### src/rtl/adc_sample_averager.sv
// Averages windows of 2^LOG2_AVG ADC samples and queues each truncated mean
// in a small output FIFO with a valid/ready read side and a sticky drop flag.
module adc_sample_averager #(
    parameter int DATA_W     = 16,
    parameter int LOG2_AVG   = 3,
    parameter int FIFO_DEPTH = 4
) (
    input  logic                          SCLK,
    input  logic                          RST,
    input  logic [DATA_W-1:0]             IN_DATA,
    input  logic                          IN_VALID,
    output logic [DATA_W-1:0]             OUT_DATA,
    output logic                          OUT_VALID,
    input  logic                          OUT_READY,
    output logic [$clog2(FIFO_DEPTH):0]   FIFO_LEVEL,
    output logic [LOG2_AVG-1:0]           SAMPLE_CNT,
    output logic                          OVERFLOW
);

    localparam int ACC_W = DATA_W + LOG2_AVG;
    localparam int PTR_W = $clog2(FIFO_DEPTH);
    localparam int LVL_W = PTR_W + 1;

    logic [ACC_W-1:0]    acc;
    logic [ACC_W-1:0]    sum;
    logic [LOG2_AVG-1:0] sample_cnt;
    logic                window_done;
    logic [DATA_W-1:0]   avg;

    logic [DATA_W-1:0]   mem [FIFO_DEPTH];
    logic [PTR_W-1:0]    wr_ptr;
    logic [PTR_W-1:0]    rd_ptr;
    logic [LVL_W-1:0]    level;
    logic                overflow;
    logic                empty;
    logic                full;
    logic                pop;
    logic                push_ok;
    logic                drop;

    // Accumulator is wide enough that a full window of max-scale samples never wraps.
    always_comb begin
        sum         = acc + ACC_W'(IN_DATA);
        window_done = IN_VALID && (sample_cnt == '1);
        avg         = sum[ACC_W-1:LOG2_AVG];
    end

    always_ff @(posedge SCLK) begin
        if (RST) begin
            acc        <= '0;
            sample_cnt <= '0;
        end else if (IN_VALID) begin
            if (window_done) begin
                acc        <= '0;
                sample_cnt <= '0;
            end else begin
                acc        <= sum;
                sample_cnt <= sample_cnt + 1'b1;
            end
        end
    end

    // Full/empty come from the occupancy count; pointers alone are ambiguous.
    always_comb begin
        empty   = (level == '0);
        full    = (level == LVL_W'(FIFO_DEPTH));
        pop     = !empty && OUT_READY;
        push_ok = window_done && (!full || pop);
        drop    = window_done && full && !pop;
    end

    always_ff @(posedge SCLK) begin
        if (!RST && push_ok) begin
            mem[wr_ptr] <= avg;
        end
    end

    always_ff @(posedge SCLK) begin
        if (RST) begin
            wr_ptr   <= '0;
            rd_ptr   <= '0;
            level    <= '0;
            overflow <= 1'b0;
        end else begin
            if (push_ok) begin
                wr_ptr <= wr_ptr + 1'b1;
            end
            if (pop) begin
                rd_ptr <= rd_ptr + 1'b1;
            end
            case ({push_ok, pop})
                2'b10:   level <= level + 1'b1;
                2'b01:   level <= level - 1'b1;
                default: level <= level;
            endcase
            if (drop) begin
                overflow <= 1'b1;
            end
        end
    end

    // Head is forced to zero when empty so stale entries never show after reset.
    always_comb begin
        OUT_VALID  = !empty;
        OUT_DATA   = empty ? '0 : mem[rd_ptr];
        FIFO_LEVEL = level;
        SAMPLE_CNT = sample_cnt;
        OVERFLOW   = overflow;
    end

endmodule

### config.mk
export PLATFORM = sky130hd
export DESIGN_NAME = adc_sample_averager
export DESIGN_NICKNAME = d
export VERILOG_FILES = /design/src/rtl/adc_sample_averager.sv
export SDC_FILE = /design/constraint.sdc
export NUM_CORES = 1
export LEC_CHECK = 0
export CAP_MARGIN = 10
export CORE_MARGIN = 1
export CORE_UTILIZATION = 45
export CTS_CLUSTER_DIAMETER = 80
export DETAILED_ROUTE_END_ITERATION = 10
export DONT_BUFFER_PORTS = 1
export HOLD_SLACK_MARGIN = 0.05
export PLACE_DENSITY = 0.64
export SKIP_LAST_GASP = 1
export SLEW_MARGIN = 20
export SYNTH_ARGS = -nofsm -noshare
export SYNTH_HDL_FRONTEND = slang
export SYNTH_SLANG_ARGS = --single-unit
### constraint.sdc
create_clock -name SCLK -period 4.75 [get_ports SCLK]
set_clock_uncertainty 0.15 [all_clocks]
set_input_delay 0.7125 -clock SCLK [delete_from_list [all_inputs] [get_ports SCLK]]
set_output_delay 0.7125 -clock SCLK [all_outputs]
set_load 0.1 [all_outputs]
# == Yosys cells after proc, flatten, opt, wreduce, memory -nomap -nowiden ==
# Memory sizes are Yosys's and may differ from the RTL's. A register that Yosys moved wholly into a read port is not among the register bits.
# Cells that the tools add are included.
# totals
elab_cells,38
n_memories,1
inputBits,20
mem_bits_rw,64
ff_bits,30
# op_classes
addsub,6
n_eq_ne,4
muxes,8
reduce_logical,13
# memory_table
memory,depth,width,read_ports,rd_clocked_by_memory_dff,write_ports,line,text
mem,4,16,1,1,1,30,logic [DATA_W-1:0] mem [FIFO_DEPTH];
# ops
op,count
19-bit by 16-bit adder with 19-bit output,1
19-bit 2-to-1 mux,1
16-bit 2-to-1 mux,1
"3-bit by 1-bit adder with 3-bit output, second input constant",2
"3-bit equality test, second input constant",2
1-bit logical AND,6
3-bit case mux with 2 select lines,1
"2-bit by 1-bit adder with 2-bit output, second input constant",2
1-bit logical NOT,4
2-bit 2-to-1 mux,2
3-bit logical NOT,1
3-bit 2-to-1 mux,1
"3-bit by 1-bit subtractor with 3-bit output, second input constant",1
"2-bit by 1-bit equality test with 1-bit output, second input constant",1
"2-bit equality test, second input constant",1
1-bit 2-to-1 mux,2
2-bit nonzero test,1
1-bit logical OR,1

# == Logic depth before layout (Yosys ltp) ==
# Gate-level depths: netlist of the first run.
# logic_depth
word_depth,8
mapped_depth,9
mapped_depth_nobuf,9

# == Least setup slack after synthesis of the first run ==
# OpenSTA, ideal clock, no wires.
# synth_timing
path_kind,register to output
start,"register level[0], in the netlist FIFO_LEVEL[0]"
end,output port OUT_DATA[10]
stages_incl_launch_ff,5
arrival_ns,3.297
required_time_ns,3.888
path_slack_ns,0.590
path_cell_list,dfxtp_1 -> or3_1 -> clkbuf_1 -> clkbuf_1 -> and2_1
# synth_via
elab_chain_cells,2
# synth_lines
element,line,text
from (decl),33,logic [LVL_W-1:0] level;
from (signal assigned),92,2'b10: level <= level + 1'b1;
from (signal assigned),93,2'b01: level <= level - 1'b1;
from (signal assigned),94,default: level <= level;
3-bit logical NOT,65,empty = (level == '0);
16-bit 2-to-1 mux,105,OUT_DATA = empty ? '0 : mem[rd_ptr];
to (decl),12,"output logic [DATA_W-1:0] OUT_DATA,"
# Every way passes these cells.

# == Final worst setup path of the first run ==
# layout_timing
start,"register sample_cnt[1], in the netlist SAMPLE_CNT[1]"
end,"memory mem[1][15], enable pin"
# layout_via
elab_chain_cells,6
# layout_lines
element,line,text
from (decl),26,logic [LOG2_AVG-1:0] sample_cnt;
from (signal assigned),58,sample_cnt <= sample_cnt + 1'b1;
3-bit equality test,44,window_done = IN_VALID && (sample_cnt == '1);
1-bit logical AND,44,
1-bit logical AND,68,push_ok = window_done && (!full || pop);
1-bit logical AND,73,if (!RST && push_ok) begin
1-bit 2-to-1 mux,73,
1-bit 2-to-1 mux (not written as such),74,mem[wr_ptr] <= avg;
to (decl),30,
# Every way passes these cells.

==> impl_results.md, run 1 <==
* Status: complete, no violations
* Final setup TNS at 0 ns
* Max-slew violation count at 0
* #FFs+latches synth at 96
* Clock-pin slew on the worst setup and hold paths at 0.09 ns
* RSZ-0062 raised after global routing: false
* Hold Path Class: in2reg
* Most common cell after layout, fill and taps aside: edfxtp_1
* Worst EP arrival at approximately 2.8 ns
* Post-synth EDFFs at 64
* Initial Util at 46.6%
* Grt ovf at 0
* Most frequent cells in the layout: 64 x edfxtp_1, 31 x dfxtp_1, 30 x nor2_1
* Worst hold path depth at 1
* TritonCTS clock tree: yes
* Worst path top cell family by delay: simple AND/OR/NAND/NOR gates
* Most frequent CP cell: ha_1
* Vias post-DR at roughly 2.8k
* Clock net sink count at 96
* NumNets Final at around 420
* Max FO, Critical Path at 16
* Final-report hold violation count at 0
* CTS H-Tree Depth at 3
* Net Count, Synth at 399
* Peak VDD IR at between 0.15 and 0.2 mV
* Maxcap violations at 0
* Vias in the first global route at around 2.7k
* # diodes at 0
* Startpoint class of the critical path: flip-flop
* First-pass GRT wire length at 13800 um
* Largest net degree at the start of global routing at 27
* Count of cell types in the netlist at 50
* Relative slew margins at a little over a third
* Detail Placement HPWL at between 6000 and 7000 um
* R2R Setup Slk at between 1.5 and 2 ns
* Crit. path cell count at 6
* Routed len/inst at 16.7 um
* Clk root buf: clkbuf_8
* Fin crit share at 62.9%
* Slowest CP cell: and2_1
* LEAKAGE at 1.82 nW
* Worst slew pin tran at 0.978 ns
* Initial antenna violation count at 0
* Number of I/O port buffers at 0
* Std-Cell Rows at 36
* # setup viols final at 0
* Crit Path Class: reg2reg
* Critical Path RT at 4.59 ns
* DRC Markers at 0
* Tmin final at about 3 ns
* Post_cts resized at 0
* GRT Total Usage at roughly 18%
* Cell Area, Synth at about 0.0046 mm2
* Mapped Avg Cell Area at 12.9 um2
* Share of cells above drive strength 1 at 15.1%
* # IOs at 44
* Hold Slack at 0.261 ns
* Clk buf depth at 2
* Die width at 103 um
* Worst R2R Path Depth at 6
* Endpoint class of the critical path: flip-flop
* WL final at 8550 um
* RePlAce Congestion at 0.751
* Number of vias per cell at 5.46
* Core area at 0.00982 mm2
* Power per cell area at about 360 mW/mm2
* Post-synthesis async set-or-reset flop share at 0%
* Sequential area share after synthesis at 56.0%
* Worst path max stage delay at 0.75 ns
* Hold buffers post-CTS at 0
* DRT Pass-1 Iters at 4
* WP buf/inv at 1
* Skew-Pair Late Insertion Delay at 0.36 ns
* Syn Inst Count at 355
* Antenna Nets Post-Route at 0
* Cts bufs inserted at 9
* Layout area overhead at 9.49%
* Top FF cell, synth: edfxtp_1
* Die area at 0.0106 mm2
* Fmax at 335 MHz
* Chip height at ~100 um
* Synth Warn # at 0
* Post-CTS Setup Bufs at 0
* Critical Path, Cell by Cell: buf_4, ha_1, ha_1, nand2_1, nor3_1, and2_1
* Detailed Route Iter0 Violations at around 110
==> flip-flops by register name, summed over array words and instances, names as in the netlist, named ones only <==
register    count
SAMPLE_CNT      3
FIFO_LEVEL      3
OVERFLOW        1
acc            19
rd_ptr          2
wr_ptr          2
mem            64
==> where the power goes <==
part | total [W] | switching [W] | internal [W]
clock network | 0.000516 | 0.000274 | 0.000241
logic | 0.000332 | 0.000221 | 0.000111
registers | 0.000978 | 0.0000156 | 0.000962
==> stage by stage <==
stage | utilization, % | total power, W | std cells | area (um2) | setup slack, ns
2_1_floorplan | - | 0.00126 | 355 | 4570 | 0.590
3_3_place_gp | 49.1 | 0.00132 | 495 | 4820 | 1.71
3_5_place_dp | 49.1 | 0.00133 | 495 | 4820 | 1.71
4_1_cts | 51.0 | 0.00183 | 511 | 5010 | 1.37
5_1_grt | 51.0 | 0.00191 | 511 | 5010 | 1.54
6_report | 51.0 | 0.00183 | 511 | 5010 | 1.76
==> synthesized netlist by cell type (4+ instances only) <==
master	n	area, um2
inv_1	8	30.0
clkbuf_1	8	30.0
o21ai_0	4	20.0
nand3_1	7	35.0
xnor2_1	9	78.8
dfxtp_1	32	641
a21oi_1	24	120
a31oi_1	4	25.0
mux4_2	16	360
nand2b_1	5	31.3
a22o_1	8	70.1
xor2_1	13	114
o21ai_1	6	30.0
edfxtp_1	64	1920
o211ai_1	4	30.0
ha_1	22	275
nor2b_1	11	68.8
nand2_1	11	41.3
nor2_1	30	113
and2_1	21	131
==> final timing paths <==
path,from,endpoint
setup / recovery,SAMPLE_CNT[1],mem[1][15]
hold / removal,RST,acc[2]
setup reg to reg,SAMPLE_CNT[1],mem[1][15]
hold reg to reg,acc[10],acc[10]
==> layout make-up <==
cell class | count | area [um2]
Fill cell | 877 | 4810
Tap cell | 133 | 166
Clock inverter | 6 | 58.8
Multi-Input combinational cell | 235 | 1890
Sequential cell | 96 | 2560
Clock buffer | 10 | 128
Timing Repair Buffer | 23 | 173
Inverter | 8 | 30.0
==> cells by family (layout without fill, tap and decap cells) <==
family	count (synthesis)	in the layout	share of synthesized area [%]
compound gates	72	72	10.6
fa+ha+maj	24	24	6.89
xor+xnor	22	22	4.21
buf+inv	24	47	2.68
flops	96	96	56.0
simple gates	98	98	11.1
mux	19	19	8.53
==> metal layers <==
layer / vias to the layer above / share of wire (%) / global-route usage (%) / wire [um]
met5: - / 0 / 0 / 0
met4: 0 / 0.98 / 5.85 / 84
met3: 7 / 4.4 / 4.68 / 377
met2: 58 / 47 / 28.1 / 4050
met1: 1370 / 47 / 23.7 / 4040
li1: 1355 / - / - / -
Power figures use the tool's default switching activity.
==> run 2, diff against run 1 <==
==> constraint.sdc (replaced) <==
create_clock -name SCLK -period 2.9 [get_ports SCLK]
set_clock_uncertainty 0.15 [all_clocks]
set_input_delay 0.435 -clock SCLK [delete_from_list [all_inputs] [get_ports SCLK]]
set_output_delay 0.435 -clock SCLK [all_outputs]
set_load 0.1 [all_outputs]
==> run 2 against run 1 <==
  * Clock power is 89% higher
  * Cell area is 6.0% higher
  * Die area stayed put
  * Wire length is 0.53% higher
  * Fmax is 17% higher
==> impl_results.md, run 2 (synthesized netlist as in run 1, its figures left out) <==
* Clock net sink count at 96 (unchanged)
* Fin crit share at 87.7% (was 62.9%)
* Share of cells above drive strength 1 at 19.8% (was 15.1%)
* Startpoint class of the critical path: flip-flop (unchanged)
* Worst EP arrival at 2.70 ns (was 2.83 ns)
* Std-Cell Rows at 36 (unchanged)
* Largest net degree at the start of global routing at 23 (was 27)
* Initial Util at 46.6% (unchanged)
* Worst slew pin tran at 0.964 ns (was 0.978 ns)
* Critical Path RT at 3.06 ns (was 4.59 ns)
* TritonCTS clock tree: yes (unchanged)
* Most common cell after layout, fill and taps aside: edfxtp_1 (unchanged)
* # diodes at 0 (unchanged)
* Cell Area, Placed at 0.00507 mm2 (was 0.00482 mm2)
* Max FO, Critical Path at 5 (was 16)
* Largest Register: mem (unchanged)
* Biggest regs: mem (64), acc (19) (unchanged)
* Fmax at 393 MHz (was 335 MHz)
* Multi-input gate area in the final layout at 0.00190 mm2 (was 0.00189 mm2)
* Chip height at 103 um (unchanged)
* Sequential cell area at 0.00257 mm2 (was 0.00256 mm2)
* R2R Path Start: acc[0] (was SAMPLE_CNT[1])
* Grt ovf at 0 (unchanged)
* Final setup TNS at 0 ns (unchanged)
* Met3 usage at 3.66% (was 4.68%)
* Most frequent cells in the layout: 64 x edfxtp_1, 30 x nor2_1, 29 x dfxtp_1 (was 64 x edfxtp_1, 31 x dfxtp_1, 30 x nor2_1)
* Cts bufs inserted at 9 (unchanged)
* DRT Pass-1 Iters at 4 (unchanged)
* Crit Path Class: reg2reg (unchanged)
* GR peak layer: met2 (unchanged)
* Vias post-DR at 2814 (was 2790)
* Power per cell area at 592 mW/mm2 (was 365 mW/mm2)
* Power Total at 0.00315 W (was 0.00183 W)
* LEAKAGE at 1.92 nW (was 1.82 nW)
* Post_cts resized at 0 (unchanged)
* Clk buf depth at 2 (unchanged)
* Hold Path Class: in2reg (unchanged)
* Number of I/O port buffers at 0 (unchanged)
* Die width at 103 um (unchanged)
* Detail Placement HPWL at 5930 um (was 6090 um)
* Hold wc startpoint: IN_VALID (was RST)
* Design area at 0.00531 mm2 (was 0.00501 mm2)
* NumNets Final at 423 (was 417)
* Relative slew margins at 35.6% (was 34.7%)
* Clock-pin slew on the worst setup and hold paths at 0.09 ns (about the same)
* Post-CTS Setup Bufs at 0 (unchanged)
* Tmin final at 2.54 ns (was 2.99 ns)
* RSZ-0062 raised after global routing: false (unchanged)
* RePlAce Congestion at 0.870 (was 0.751)
* Layout area overhead at 16.1% (was 9.49%)
* Maxcap violations at 0 (unchanged)
* First-pass GRT wire length at 14000 um (was 13800 um)
* Vias in the first global route at 2748 (was 2735)
* DRC Markers at 0 (unchanged)
* Core area at 0.00982 mm2 (unchanged)
* Peak VDD IR at 0.243 mV (was 0.171 mV)
* Hold Slack at 0.0923 ns (was 0.261 ns)
* GRT Total Usage at 17.7% (about the same)
* Max reg flops at 64 (unchanged)
* Fill cells at 860 (was 877)
* Worst hold path depth at 2 (was 1)
* Endpoint class of the critical path: flip-flop (unchanged)
* Clk root buf: clkbuf_8 (unchanged)
* Routing usage on met1 at 24.6% (was 23.7%)
* Skew-Pair Late Insertion Delay at 0.35 ns (was 0.36 ns)
* CTS H-Tree Depth at 3 (unchanged)
* Initial antenna violation count at 0 (unchanged)
* Util after Layout at 54.1% (was 51.0%)
* Worst R2R Path Depth at 8 (was 6)
* Met2 Usage GRT at 28.1% (unchanged)
* R2R Setup Slk at 0.36 ns (was 1.76 ns)
* Status: complete, no violations (unchanged)
* Detailed Route Iter0 Violations at 125 (was 107)
* # setup viols final at 0 (unchanged)
* Routed len/inst at 16.6 um (was 16.7 um)
* Die area at 0.0106 mm2 (unchanged)
* Final-report hold violation count at 0 (unchanged)
* WL final at 8600 um (was 8550 um)
* Max-slew violation count at 0 (unchanged)
* Hold buffers post-CTS at 1 (was 0)
* Antenna Nets Post-Route at 0 (unchanged)
* # IOs at 44 (unchanged)
* R2R Path End: acc[12] (was mem[1][15])
* Hold Path End: SAMPLE_CNT[1] (was acc[2])
* Number of vias per cell at 5.44 (was 5.46)
run 2: cell types whose count changed in the layout (fill, tap and decap cells not counted), moves of 2 or more:
cell / before / now
clkinv_1: 3 / 1
dfxtp_1: 31 / 29
dfxtp_2: 1 / 3
buf_12: 0 / 16
and2_2: 1 / 10
and2_1: 21 / 12
buf_4: 23 / 12
run 2: final cells by class:
type | count | area share (%)
flip-flops and latches | 96 | 48.3
well taps | 133 | 3.13
inverters | 8 | 0.566
clock buffers | 10 | 2.59
clock inverters | 6 | 1.67
repair buffers | 29 | 7.92
multi-input cells | 235 | 35.8
run 2: how the worst max path moves through the flow:
| stage | start | end | slack [ns] | depth (start not counted) |
|---|---|---|---|---|
| after detailed placement | IN_DATA[0] | acc[12] | 0.24 | 8 |
| after floorplan | SAMPLE_CNT[0] | mem[0][0] | 0.02 | 5 |
| after CTS | flip-flop | OUT_DATA[9] | 0.32 | 4 |
| after global routing | acc[0] | acc[10] | 0.19 | 8 |
| after global placement | IN_DATA[0] | acc[12] | 0.33 | 8 |
| final | acc[0] | acc[12] | 0.36 | 8 |
run 2: power by group:
part	switching, W	internal (W)	total (W)
clock network	0.000461	0.000513	0.000974
registers	0.0000241	0.00158	0.00160
logic	0.000375	0.000196	0.000571
total	0.000861	0.00229	0.00315
run 2: metrics by stage:
| step | setup slack, ns | cells |
|---|---|---|
| after detailed placement | 0.237 | 500 |
| final | 0.357 | 517 |
| after global routing | 0.186 | 517 |
| after floorplan | 0.0238 | 355 |
| after CTS | 0.315 | 517 |
| after global placement | 0.329 | 500 |
run 2: critical path, cell delays in order (launching register included):
cell	delay, ns
dfxtp_1	0.32
ha_1	0.21
fa_1	0.41
a21oi_1	0.20
o211ai_1	0.22
a21boi_1	0.34
o21ai_1	0.15
xor2_1	0.33
a22o_1	0.18
run 2: per-layer routing:
metal  wire (um)  vias to the layer above
met3         403                       10
met5           0                        -
li1            -                     1366
met1        4100                     1375
met2        4030                       63
met4          63                        0
